===== config.mk =====
export PLATFORM = sky130hd
export DESIGN_NAME = mem_line_arbiter
export DESIGN_NICKNAME = d
export VERILOG_FILES = /design/src/rtl/mem_line_arbiter_pkg.sv /design/src/rtl/mem_line_arbiter_pick.sv /design/src/rtl/mem_line_arbiter.sv
export SDC_FILE = /design/constraint.sdc
export NUM_CORES = 1
export LEC_CHECK = 0
export ABC_AREA = 1
export CORE_AREA = 2 2 539 541
export CTS_CLUSTER_SIZE = 20
export DETAILED_ROUTE_END_ITERATION = 8
export DIE_AREA = 0 0 541 543
export SLEW_MARGIN = 25
export SYNTH_ARGS = -nofsm -noshare
export SYNTH_HDL_FRONTEND = slang
export SYNTH_SLANG_ARGS = --single-unit

===== constraint.sdc =====
create_clock -name clk -period 1.97 [get_ports clk]
set_input_delay 0.394 -clock clk [delete_from_list [all_inputs] [get_ports clk]]
set_output_delay 0.394 -clock clk [all_outputs]
set_load 0.05 [all_outputs]

===== src/rtl/mem_line_arbiter_pkg.sv =====
// Shared types and constants for the icache/dcache memory line arbiter.
package mem_line_arbiter_pkg;

  localparam int ARB_LINE_W   = 256;
  localparam int ARB_OFFSET_W = 5;

  typedef enum logic [1:0] {
    IDLE   = 2'd0,
    I_BUSY = 2'd1,
    D_BUSY = 2'd2,
    GAP    = 2'd3
  } arb_state_t;

  typedef enum logic {
    ICACHE = 1'b0,
    DCACHE = 1'b1
  } arb_owner_t;

endpackage


===== src/rtl/mem_line_arbiter_pick.sv =====
// Combinational winner select for the memory line arbiter.
// Build option: define ARB_ROUND_ROBIN_EN to alternate between requesters on
// simultaneous requests; otherwise the dcache always wins a tie.
module arb_pick
  import mem_line_arbiter_pkg::*;
(
  input  logic i_req_i,
  input  logic d_req_i,
  input  logic last_owner_i,
  output logic grant_valid_o,
  output logic grant_owner_o
);

  // Pick a single winner among the (already masked) requests
  always_comb begin
    grant_valid_o = i_req_i | d_req_i;
    grant_owner_o = ICACHE;
    if (i_req_i && d_req_i) begin
`ifdef ARB_ROUND_ROBIN_EN
      grant_owner_o = (last_owner_i == DCACHE) ? ICACHE : DCACHE;
`else
      grant_owner_o = DCACHE;
`endif
    end else if (d_req_i) begin
      grant_owner_o = DCACHE;
    end
  end

`ifndef ARB_ROUND_ROBIN_EN
  // last_owner only steers ties in the round-robin build
  logic unused_last_owner;
  assign unused_last_owner = last_owner_i;
`endif

endmodule


===== src/rtl/mem_line_arbiter.sv =====
// Shares one line-granular memory port between icache (read) and dcache
// (read / writeback). One transaction in flight; grant is registered, response
// and read data are forwarded combinationally to the owner.
// Build option: ARB_ROUND_ROBIN_EN (see arb_pick).
//
//   state  | meaning
//   IDLE   | sample masked requests, latch the winner's transaction
//   I_BUSY | icache transaction on the memory port, waiting for mem_resp
//   D_BUSY | dcache transaction on the memory port, waiting for mem_resp
//   GAP    | one dead cycle so the served cache can drop its request
module mem_line_arbiter
  import mem_line_arbiter_pkg::*;
#(
  parameter int LINE_W   = ARB_LINE_W,
  parameter int OFFSET_W = ARB_OFFSET_W
) (
  input  logic              clk,
  input  logic              rst,
  input  logic [31:0]       i_addr,
  input  logic              i_read,
  output logic [LINE_W-1:0] i_rdata,
  output logic              i_resp,
  input  logic [31:0]       d_addr,
  input  logic              d_read,
  input  logic              d_write,
  input  logic [LINE_W-1:0] d_wdata,
  output logic [LINE_W-1:0] d_rdata,
  output logic              d_resp,
  output logic [31:0]       mem_addr,
  output logic              mem_read,
  output logic              mem_write,
  output logic [LINE_W-1:0] mem_wdata,
  input  logic [LINE_W-1:0] mem_rdata,
  input  logic              mem_resp
);

  arb_state_t        state_q, state_d;
  arb_owner_t        last_owner_q, last_owner_d;
  arb_owner_t        gap_owner_q, gap_owner_d;
  logic              gap_valid_q, gap_valid_d;
  logic [31:0]       addr_q, addr_d;
  logic              write_q, write_d;
  logic [LINE_W-1:0] wdata_q, wdata_d;

  logic       i_req_m, d_req_m;
  logic       grant_valid;
  logic       grant_owner;
  logic       busy;
  arb_owner_t busy_owner;

  // The cache just served drops its request one cycle late, so hide it
  // through GAP and the IDLE cycle that follows.
  assign i_req_m = i_read && !(gap_valid_q && gap_owner_q == ICACHE);
  assign d_req_m = (d_read || d_write) && !(gap_valid_q && gap_owner_q == DCACHE);

  assign busy       = (state_q == I_BUSY) || (state_q == D_BUSY);
  assign busy_owner = (state_q == D_BUSY) ? DCACHE : ICACHE;

  arb_pick u_pick (
    .i_req_i       (i_req_m),
    .d_req_i       (d_req_m),
    .last_owner_i  (last_owner_q),
    .grant_valid_o (grant_valid),
    .grant_owner_o (grant_owner)
  );

  // FSM state register
  always_ff @(posedge clk) begin
    if (!rst) state_q <= IDLE;
    else      state_q <= state_d;
  end

  // FSM next-state logic
  always_comb begin
    state_d = state_q;
    case (state_q)
      IDLE: begin
        if (grant_valid) state_d = (grant_owner == DCACHE) ? D_BUSY : I_BUSY;
      end
      I_BUSY, D_BUSY: begin
        if (mem_resp) state_d = GAP;
      end
      GAP:     state_d = IDLE;
      default: state_d = IDLE;
    endcase
  end

  // Next values for the latched transaction, ownership history and gap mask
  always_comb begin
    addr_d       = addr_q;
    write_d      = write_q;
    wdata_d      = wdata_q;
    last_owner_d = last_owner_q;
    gap_valid_d  = gap_valid_q;
    gap_owner_d  = gap_owner_q;
    case (state_q)
      IDLE: begin
        gap_valid_d = 1'b0;
        if (grant_valid) begin
          if (grant_owner == DCACHE) begin
            // read+write together is resolved as a writeback
            addr_d  = {d_addr[31:OFFSET_W], {OFFSET_W{1'b0}}};
            write_d = d_write;
            wdata_d = d_write ? d_wdata : '0;
          end else begin
            addr_d  = {i_addr[31:OFFSET_W], {OFFSET_W{1'b0}}};
            write_d = 1'b0;
            wdata_d = '0;
          end
        end
      end
      I_BUSY, D_BUSY: begin
        if (mem_resp) begin
          gap_valid_d  = 1'b1;
          gap_owner_d  = busy_owner;
          last_owner_d = busy_owner;
        end
      end
      default: ;
    endcase
  end

  // Transaction and history registers
  always_ff @(posedge clk) begin
    if (!rst) begin
      addr_q       <= '0;
      write_q      <= 1'b0;
      wdata_q      <= '0;
      last_owner_q <= ICACHE;
      gap_valid_q  <= 1'b0;
      gap_owner_q  <= ICACHE;
    end else begin
      addr_q       <= addr_d;
      write_q      <= write_d;
      wdata_q      <= wdata_d;
      last_owner_q <= last_owner_d;
      gap_valid_q  <= gap_valid_d;
      gap_owner_q  <= gap_owner_d;
    end
  end

  // FSM outputs: memory port from latches, response steered to the owner
  always_comb begin
    mem_read  = 1'b0;
    mem_write = 1'b0;
    mem_addr  = '0;
    mem_wdata = '0;
    i_resp    = 1'b0;
    d_resp    = 1'b0;
    i_rdata   = '0;
    d_rdata   = '0;
    if (busy) begin
      mem_read  = !write_q;
      mem_write = write_q;
      mem_addr  = addr_q;
      mem_wdata = wdata_q;
      if (mem_resp) begin
        if (state_q == D_BUSY) begin
          d_resp  = 1'b1;
          d_rdata = mem_rdata;
        end else begin
          i_resp  = 1'b1;
          i_rdata = mem_rdata;
        end
      end
    end
  end

  // Offset bits never reach the memory port
  logic unused_offset_bits;
  assign unused_offset_bits = ^{i_addr[OFFSET_W-1:0], d_addr[OFFSET_W-1:0]};

  // The dcache should never read and write at once
  dcache_rw_exclusive: assert property (@(posedge clk) disable iff (!rst)
    !(d_read && d_write));

endmodule


### After elaboration in Yosys (flattened, before gate mapping)

Index checks and enable logic that the tools add are counted.

* reductions and logical operators: 17
* muxes and demuxes: 28
* equality and inequality tests: 5
* bitwise operators: 2

Operators by type and width (number)
* 256-bit two-way mux: 9
* 32-bit two-way mux: 2
* 1-bit two-way mux: 12
* 2-bit AND reduction: 4
* 2-bit two-way mux: 3
* 2-bit case mux with 3 select lines: 1
* 1-bit logical AND: 5
* 2-bit == test (second input constant): 2
* 2-bit inequality test (second input constant): 2
* 1-bit zero test: 3
* 2-bit by 1-bit == test with 1-bit output (second input constant): 1
* 2-bit zero test: 1
* 1-bit logical OR: 2
* 1-bit case mux with 2 select lines: 1
* 2-bit nonzero test: 1
* 2-bit OR reduction: 1
* 1-bit NOT: 1
* 1-bit OR: 1

* register bits after elaboration: 293
* input bits: 582
* word-level logic and storage cells: 58
* output and inout port bits: 804

### Logic depth before layout (Yosys ltp)

Gate-level depths: netlist of run 1.

* depth in word-level cells: 9
* depth in mapped cells: 10
* mapped depth without buffers: 8

### Cells and area by module

A second synthesis of run 1 with hierarchy kept.

* cells, all modules: 3650
* area total of the unflattened synthesis: 19741.4 sq um

By module, submodules not included
* mem_line_arbiter: cells an instance 3646, sequential area each 5765.5 sq um, area each 19726.4 sq um, times used 1
* arb_pick: cells an instance 4, sequential area each 0.0 sq um, area each 15.0 sq um, times used 1

### Worst setup path before layout of run 1

OpenSTA, ideal clock, no wires.

* path type: reg-to-output
* start: reg state_q[1]
* end: out i_rdata[215]
* path buffers: 3
* arrival time: 2800 ps
* cell stages (with the launch flop): 10
* data required time: 1576 ps
* setup slack: -1224 ps
* cells stage by stage: dfxtp_1 inv_1 ha_1 buf_2 nand2_1 nor2_1 inv_1 buf_2 buf_2 nor2_1

* elaborated cells between the ends (all ways): 6
* classes of those cells: eq/ne (2); mux (3); reduce/logical (1)

RTL lines
* from (decl): line mem_line_arbiter.sv:37 `arb_state_t state_q, state_d;`
* from (signal assigned): line mem_line_arbiter.sv:70 `else state_q <= state_d;`
* 2-bit by 1-bit == test with 1-bit output / 2-bit == test (equally long branches): line mem_line_arbiter.sv:56 `assign busy = (state_q == I_BUSY) || (state_q == D_BUSY);`
* 1-bit logical OR (*): line mem_line_arbiter.sv:56
* net busy: line mem_line_arbiter.sv:48 `logic busy;`
* 256-bit two-way mux (*): line mem_line_arbiter.sv:152 `if (busy) begin`
* to (decl): line mem_line_arbiter.sv:21 `output logic [LINE_W-1:0] i_rdata,`

The timed path passes the listed nets; every way through them passes the cells marked *.

### Final worst setup path of run 1

* start: reg state_q[1]
* end: out i_rdata[113]

Same word-level chain as after synthesis.

==> results of run 1 <==
-- flip-flops by register name (all words and copies together) (netlist names) --
name	count
write_q	1
gap_valid_q	1
state_q	2
wdata_q	256
addr_q	27
gap_owner_q	1
-- layout make-up --
class | count | share of cell area
diodes | 36 | 0.00190
multi-input cells | 1791 | 0.222
flip-flops and latches | 288 | 0.122
repair buffers | 1603 | 0.462
repair inverters | 1 | 0.000423
clock inverters | 14 | 0.00434
inverters | 577 | 0.0657
clock buffers | 51 | 0.0224
well taps | 3781 | 0.100
-- worst min-delay path, cell delays in order --
cell and delay (ns):
buf_8 0.13, nand4_1 0.09, a21oi_1 0.06
-- repair_timing --
action | 4_1_cts | 5_1_grt
resized for setup | 130 | 220
gates cloned | 8 | 10
pin swaps | 8 | 16
setup buffers | 4 | 7
hold buffers | 0 | 0
setup endpoints to repair | 801 | 801
-- worst max path at each step --
stage	slack, ns	end	startpoint
4_1_cts	-0.88	i_rdata[89]	state_q[1]
3_3_place_gp	-0.82	i_rdata[29]	mem_resp
5_1_grt	-0.91	i_rdata[113]	state_q[1]
6_report	-0.83	i_rdata[113]	state_q[1]
2_1_floorplan	-0.60	i_rdata[105]	state_q[1]
3_5_place_dp	-0.83	i_rdata[29]	mem_resp
-- metrics by stage --
| step | setup TNS [ns] | setup slack (ns) | total power, mW | hold WS [ns] | std cells |
|---|---|---|---|---|---|
| 6_report | -530.42 | -0.832 | 48.0 | 0.143 | 8142 |
| 4_1_cts | -598.27 | -0.876 | 48.0 | 0.0721 | 8089 |
| 2_1_floorplan | -131.53 | -0.603 | 24.1 | 0.443 | 2906 |
| 5_1_grt | -619.23 | -0.910 | 50.4 | 0.103 | 8134 |
| 3_3_place_gp | -301.71 | -0.818 | 39.2 | 0.450 | 8015 |
| 3_5_place_dp | -299.80 | -0.828 | 39.2 | 0.454 | 8015 |
-- routing by layer --
layer  GRT usage  vias up  part of all wire
met3      0.0769      388              0.13
met5           0        -           0.00028
met1       0.134    11374              0.33
li1            -    11597                 -
met2       0.242     1480              0.49
met4      0.0664       10             0.054
-- cell usage in the layout, fill, tap and decap left out, drive strengths merged --
cell	synthesis	routed
clkbuf	115	59
o21ai	4	4
nand4	256	256
clkdlybuf4s50	0	570
nor2	572	572
clkinvlp	0	245
nand2	689	689
clkinv	0	7
a21oi	258	258
ha	3	3
diode	0	36
nand3	2	2
dfxtp	288	288
bufbuf	0	2
or2	1	1
conb	1	5
bufinv	0	3
a211oi	1	1
buf	135	1023
inv	577	337
-- cell families (layout without fill, tap and decap cells) --
group | count (synthesis) | after routing
buffers and inverters | 827 | 2246
and+or+nand+nor | 1520 | 1520
other | 1 | 41
AOI/OAI and AO/OA | 263 | 263
DFF | 288 | 288
adders and majority gates | 3 | 3
-- power by group --
group	total, mW	switching (mW)	internal [mW]
clock	7.45	3.24	4.21
combinational	33.1	20.7	12.4
sequential	7.45	0.602	6.84
==> summary.md, run 1 <==
| Metric | Value |
|---|---|
| CP delay by family, top | buffers and inverters |
| Post-synthesis adder-cell area fraction | 0.00223 |
| Fillers | 32283 |
| Worst path required time | 1.58 ns |
| R2r setup slk | 0.05 ns |
| Synthesized area | 16900 um2 |
| Number of buffers created by CTS | 37 |
| Remaining Overflow, GRT | 0 |
| Iteration-0 DRC Markers | 1483 |
| Worst slew margin | 0.542 |
| Syn_area_per_cell | 5.81 um2 |
| Synth cell types | 20 |
| DR DRC count | 0 |
| Register area share after synthesis | 0.342 |
| Worst skew pair latency | 0.65 ns |
| Simple-Gate Fraction of Synth Area | 0.377 |
| Die ar. | 294000 um2 |
| Critical Path Slowest Stage Cell | dfxtp_2 |
| CP peak stage delay | 0.33 ns |
| Synth Warn # | 0 |
| Die Wd | 541 um |
| Multi-input logic area | 10500 um2 |
| Status | finished, violations left |
| Seq. cell area | 5770 um2 |
| Post-synth top area cell | dfxtp_1 |
| R2R Path Start | state_q[1] |
| Worst-Margin Slew | 0.687 ns |
| DP Wirelength | 192000 um |
| Final instance area | 47300 um2 |
| Multiplexer share of the synthesized area | 0 |
| Peak supply drop | 0.665 mV |
| Compound-Gate Fraction of Synth Area | 0.0785 |
| Share of cells above drive strength 1 | 0.404 |
| Routed len/inst | 26.5 um |
| Largest net degree at the start of global routing | 102 |
| Core area | 287000 um2 |
| Hold depth | 3 |
| Largest family of logic cells by synthesized area | simple AND/OR/NAND/NOR gates |
| Critical-path maximum fanout | 25 |
| Initial DRT Pass Iterations | 5 |
| Routed Antenna Nets | 0 |
| Fin worst setup slack | -0.832 ns |
| Die H | 543 um |
| Vias in the first global route | 23531 |
| Nets@finish | 4884 |
| Clock Sinks | 288 |
| Critical Path AT | 2.41 ns |
| Post-synth EDFFs | 0 |
| Global-route wire length before repair | 263000 um |
| Total Routed Length | 216000 um |
| Via density | 3.05 |
| CP Launch Type | register |
| Initial antenna violation count | 163 |
| Crit-path cells | inv_2, ha_4, nand2_4, nor2_4, buf_12, inv_16, buf_16, nor2_1, buf_6 |
| CTS Buffer Depth | 3 |
| Placed cell areas | 44200 um2 |
| Final worst-path cycle share | 1.42 |
| Slew Limit Fails | 0 |
| CTS root buf | clkbuf_16 |
| IO buf count | 1370 |
| Xor/xnor share of the synthesized area | 0 |
| Top cells by count, synth | 688 x nand2_1, 575 x inv_1, 572 x nor2_1, 288 x dfxtp_1, 258 x a21oi_1 |
| Hold endpoint | wdata_q[197] |
| Area grow syn2layout | 181% |
| Final setup violation count | 799 |
| Pwr dens | 1010 nW/um2 |
| All-Layer GR Usage | 0.139 |
| Leakage power | 17.3 nW |
| Post-synth ARST share | 0 |
| Clk pin slew, worst setup/hold paths | 0.06 ns |
| Reg2Reg Depth | 10 |
| Unrepaired setup endpoints after global routing | yes |
| Source of the worst hold timing path | d_write |
| Yosys reg bits | 288 |
| Top-count cell post-synth | nand2_1 |
| Worst R2R End | state_q[0] |
| Initial Utilization | 0.0586 |
| Ys flop type | dfxtp_1 |
| Final Skew | 0.0610 ns |
| Hold Path Class | primary input to register |
| DR vias | 24849 |
| Setup CP Type | register to primary output |
| Crit path time final | 2.80 ns |
| Instance count on the critical path | 9 |
| Routability Congestion | 0.962 |
| Worst Path Buf+Inv | 5 |
| Io pins | 1386 |
| Num rows | 197 |
| Post-synthesis cell count | 2902 |
| Htree depth | 2 |
| CP endpoint kind | primary output |
| Synth area leaders | dfxtp_1 34%, nand2_1 15%, inv_1 13% |
| TritonCTS clock tree | yes |
| Failing checks | setup timing |
| Utilization after layout | 0.165 |
| Top cell type's share of synthesized area | 0.342 |
| Max cap viols | 0 |
| Max Clk Rate | 357 MHz |
| Fin. Hold Viols | 0 |
Power figures use the tool's default switching activity.
==> run 2: changes to the inputs <==
ABC_AREA = not set   (was 1)
CORE_AREA = 2 2 533 535   (was 2 2 539 541)
DIE_AREA = 0 0 535 537   (was 0 0 541 543)
==> run 2 against run 1 <==
Count of clock-buffer cells in the layout shrank 4. Combinational power is 3% higher. Clock power down 12%. Sequential power increased by 3.6%. Critical path depth shrank 1. Non-clock buffer count is 61 lower. Synthesized cell count shrank 34%. Area after synthesis fell by 8.0%. Hold slack improved by 0.26 ns. Critical path type unchanged. The run still ends with setup timing left.
==> summary.md, run 2 <==
| Metric | Value |
|---|---|
| Peak supply drop | 0.574 mV |
| Fin worst setup slack | -0.883 ns |
| Initial Utilization | 0.0551 |
| DP Wirelength | 183000 um |
| Number of buffers created by CTS | 35 |
| Seq pwr share | 0.160 |
| CP delay by family, top | buffers and inverters |
| DR DRC count | 0 |
| Syn_area_per_cell | 8.14 um2 |
| CP Launch Type | register |
| Cells after DPL | 6966 |
| Max Clk Rate | 351 MHz |
| Post-synth EDFFs | 0 |
| Finished Layout Cells | 7085 |
| Pwr Total | 48.3 mW |
| Die Wd | 535 um |
| Synth Warn # | 0 |
| Largest net degree at the start of global routing | 89 |
| Failing checks | setup timing |
| Dpl ws | -0.668 ns |
| Post-synth top area cell | dfxtp_1 |
| Crit-path cells | inv_2, ha_4, buf_12, buf_16, buf_12, buf_12, and2_2, buf_12 |
| Slew Limit Fails | 0 |
| Xor/xnor share of the synthesized area | 0 |
| Multiplexer share of the synthesized area | 0.0181 |
| Setup TNS | -631.75 ns |
| Num rows | 195 |
| Commonest cells after routing, fill and taps aside | 857 x buf_12, 571 x clkdlybuf4s50_1, 517 x and2_2 |
| Routability Congestion | 0.942 |
| Fin. Hold Viols | 0 |
| Post-synthesis adder-cell area fraction | 0.00242 |
| CTS root buf | clkbuf_16 |
| Sw Share | 0.464 |
| Hold Path Class | primary input to register |
| Max FFs per register | 256 |
| Max cap viols | 0 |
| Worst-Margin Slew | 0.635 ns |
| Final Skew | 0.0384 ns |
| Top flop regs | wdata_q x256, addr_q x27, state_q x2 |
| Die H | 537 um |
| Crit path time final | 2.85 ns |
| R2r setup slk | -0.07 ns |
| Clock Sinks | 288 |
| DR vias | 20693 |
| Fillers | 31103 |
| Post-synth ARST share | 0 |
| Most flops, register | wdata_q |
| CP endpoint kind | primary output |
| Worst slew margin | 0.575 |
| Unrepaired setup endpoints after global routing | yes |
| Io pins | 1386 |
| Top cells by count, synth | 796 x and2_1, 288 x dfxtp_1, 285 x nor2_1, 236 x a22oi_1, 126 x clkbuf_1 |
| Die ar. | 287000 um2 |
| Internal power | 25.9 mW |
| Iteration-0 DRC Markers | 1140 |
| Compound-Gate Fraction of Synth Area | 0.149 |
| Final setup violation count | 800 |
| CP peak stage delay | 0.34 ns |
| Part of the power in the clock network | 0.136 |
| Remaining Overflow, GRT | 0 |
| Status | finished, violations left |
| Area grow syn2layout | 196% |
| Final instance area | 46000 um2 |
| Largest family of logic cells by synthesized area | simple AND/OR/NAND/NOR gates |
| Hold-fix buffers at CTS | 0 |
| Share of cells above drive strength 1 | 0.531 |
| Synth area leaders | dfxtp_1 37%, and2_1 32%, a22oi_1 11% |
| Synthesized area | 15500 um2 |
| Global-route wire length before repair | 247000 um |
| Final worst-path cycle share | 1.45 |
| Worst path required time | 1.58 ns |
| All-Layer GR Usage | 0.134 |
| Total Routed Length | 206000 um |
| Routed Antenna Nets | 0 |
| Htree depth | 2 |
| Post-synthesis cell count | 1906 |
| Pwr dens | 1050 nW/um2 |
| Via density | 2.92 |
| Comb power frac | 0.704 |
| CP most frequent cell | buf_12 |
| Simple-Gate Fraction of Synth Area | 0.396 |
| TritonCTS clock tree | yes |
| Nets@finish | 3884 |
| Top cell type's share of synthesized area | 0.372 |
| Synth cell types | 33 |
| Critical Path AT | 2.46 ns |
| Routed len/inst | 29.1 um |
| Register area share after synthesis | 0.372 |
| Critical Path Slowest Stage Cell | dfxtp_2 |
| Critical-path maximum fanout | 74 |
| Initial antenna violation count | 184 |
| Setup CP Type | register to primary output |
| Commonest non-fill, non-tap cell in the layout | buf_12 |
| CTS Buffer Depth | 3 |
| Placed cell areas | 43500 um2 |
| Worst skew pair latency | 0.61 ns |
| Vias in the first global route | 20821 |
| Switching power | 22.4 mW |
| Initial DRT Pass Iterations | 5 |
| Top-count cell post-synth | and2_1 |
| Yosys reg bits | 288 |
| Core area | 281000 um2 |
| Worst Path Buf+Inv | 6 |
| IO buf count | 1370 |
| Ys flop type | dfxtp_1 |
| Clk pin slew, worst setup/hold paths | 0.06 ns |
| Leakage power | 17.2 nW |
## run 2: cell families (layout without fill, tap and decap cells)
kind of cell,after synthesis,count (layout)
DFF,288,288
and+or+nand+nor,1095,1095
AOI/OAI and AO/OA,296,296
other,1,23
adders and majority gates,3,3
buffers and inverters,195,1609
muxes,28,28
## run 2: power by group through the flow
stage | Sequential (mW) | Clock, mW | Combinational, mW
2_1_floorplan | 7.49 | 0 | 15.3
3_3_place_gp | 7.78 | 0 | 31.6
3_5_place_dp | 7.81 | 0 | 31.8
4_1_cts | 7.71 | 6.83 | 32.6
5_1_grt | 7.84 | 6.99 | 35.7
6_report | 7.72 | 6.57 | 34.0
## run 2: final cells by class
class / count / area [um2] / share of cell area
repair buffers: 1542 / 24300 / 0.529
multi-input cells: 1427 / 9980 / 0.217
flip-flops and latches: 288 / 5770 / 0.125
well taps: 3743 / 4680 / 0.102
clock buffers: 47 / 951 / 0.0207
clock inverters: 15 / 198 / 0.00430
diodes: 18 / 45.0 / 0.000979
inverters: 5 / 26.3 / 0.000571
## run 2: path summary, 6_finish.rpt
check                                      to          from  cells after the start
worst min-delay path             wdata_q[195]  d_wdata[195]                      3
worst min register to register    wdata_q[76]   wdata_q[76]                      2
worst max-delay path            mem_wdata[92]    state_q[0]                      8
worst max register to register     state_q[1]    state_q[0]                      9
## run 2: layer usage
layer	track usage	wire length, um
met1	0.143	74700
met2	0.233	99900
met3	0.0719	25700
met4	0.0237	5670
met5	0.00559	380
## run 2: metrics by stage
stage / hold slack (ns) / utilization
floorplan: 0.438 / -
global placement: 0.454 / 0.154
detailed placement: 0.460 / 0.154
CTS: 0.354 / 0.160
global route: 0.393 / 0.163
finish: 0.407 / 0.163
## run 2: what timing repair did
item / CTS / global route
setup buffers: 5 / 10
cloned: 7 / 18
resized for setup: 76 / 175
setup endpoints to repair: 799 / 800
hold endpoints to repair: 0 / 0
pin swaps: 19 / 18
## run 2: worst min-delay path, stage by stage
cell	delay [ns]
clkdlybuf4s50_1	0.45
a22oi_1	0.07
nor2_1	0.07
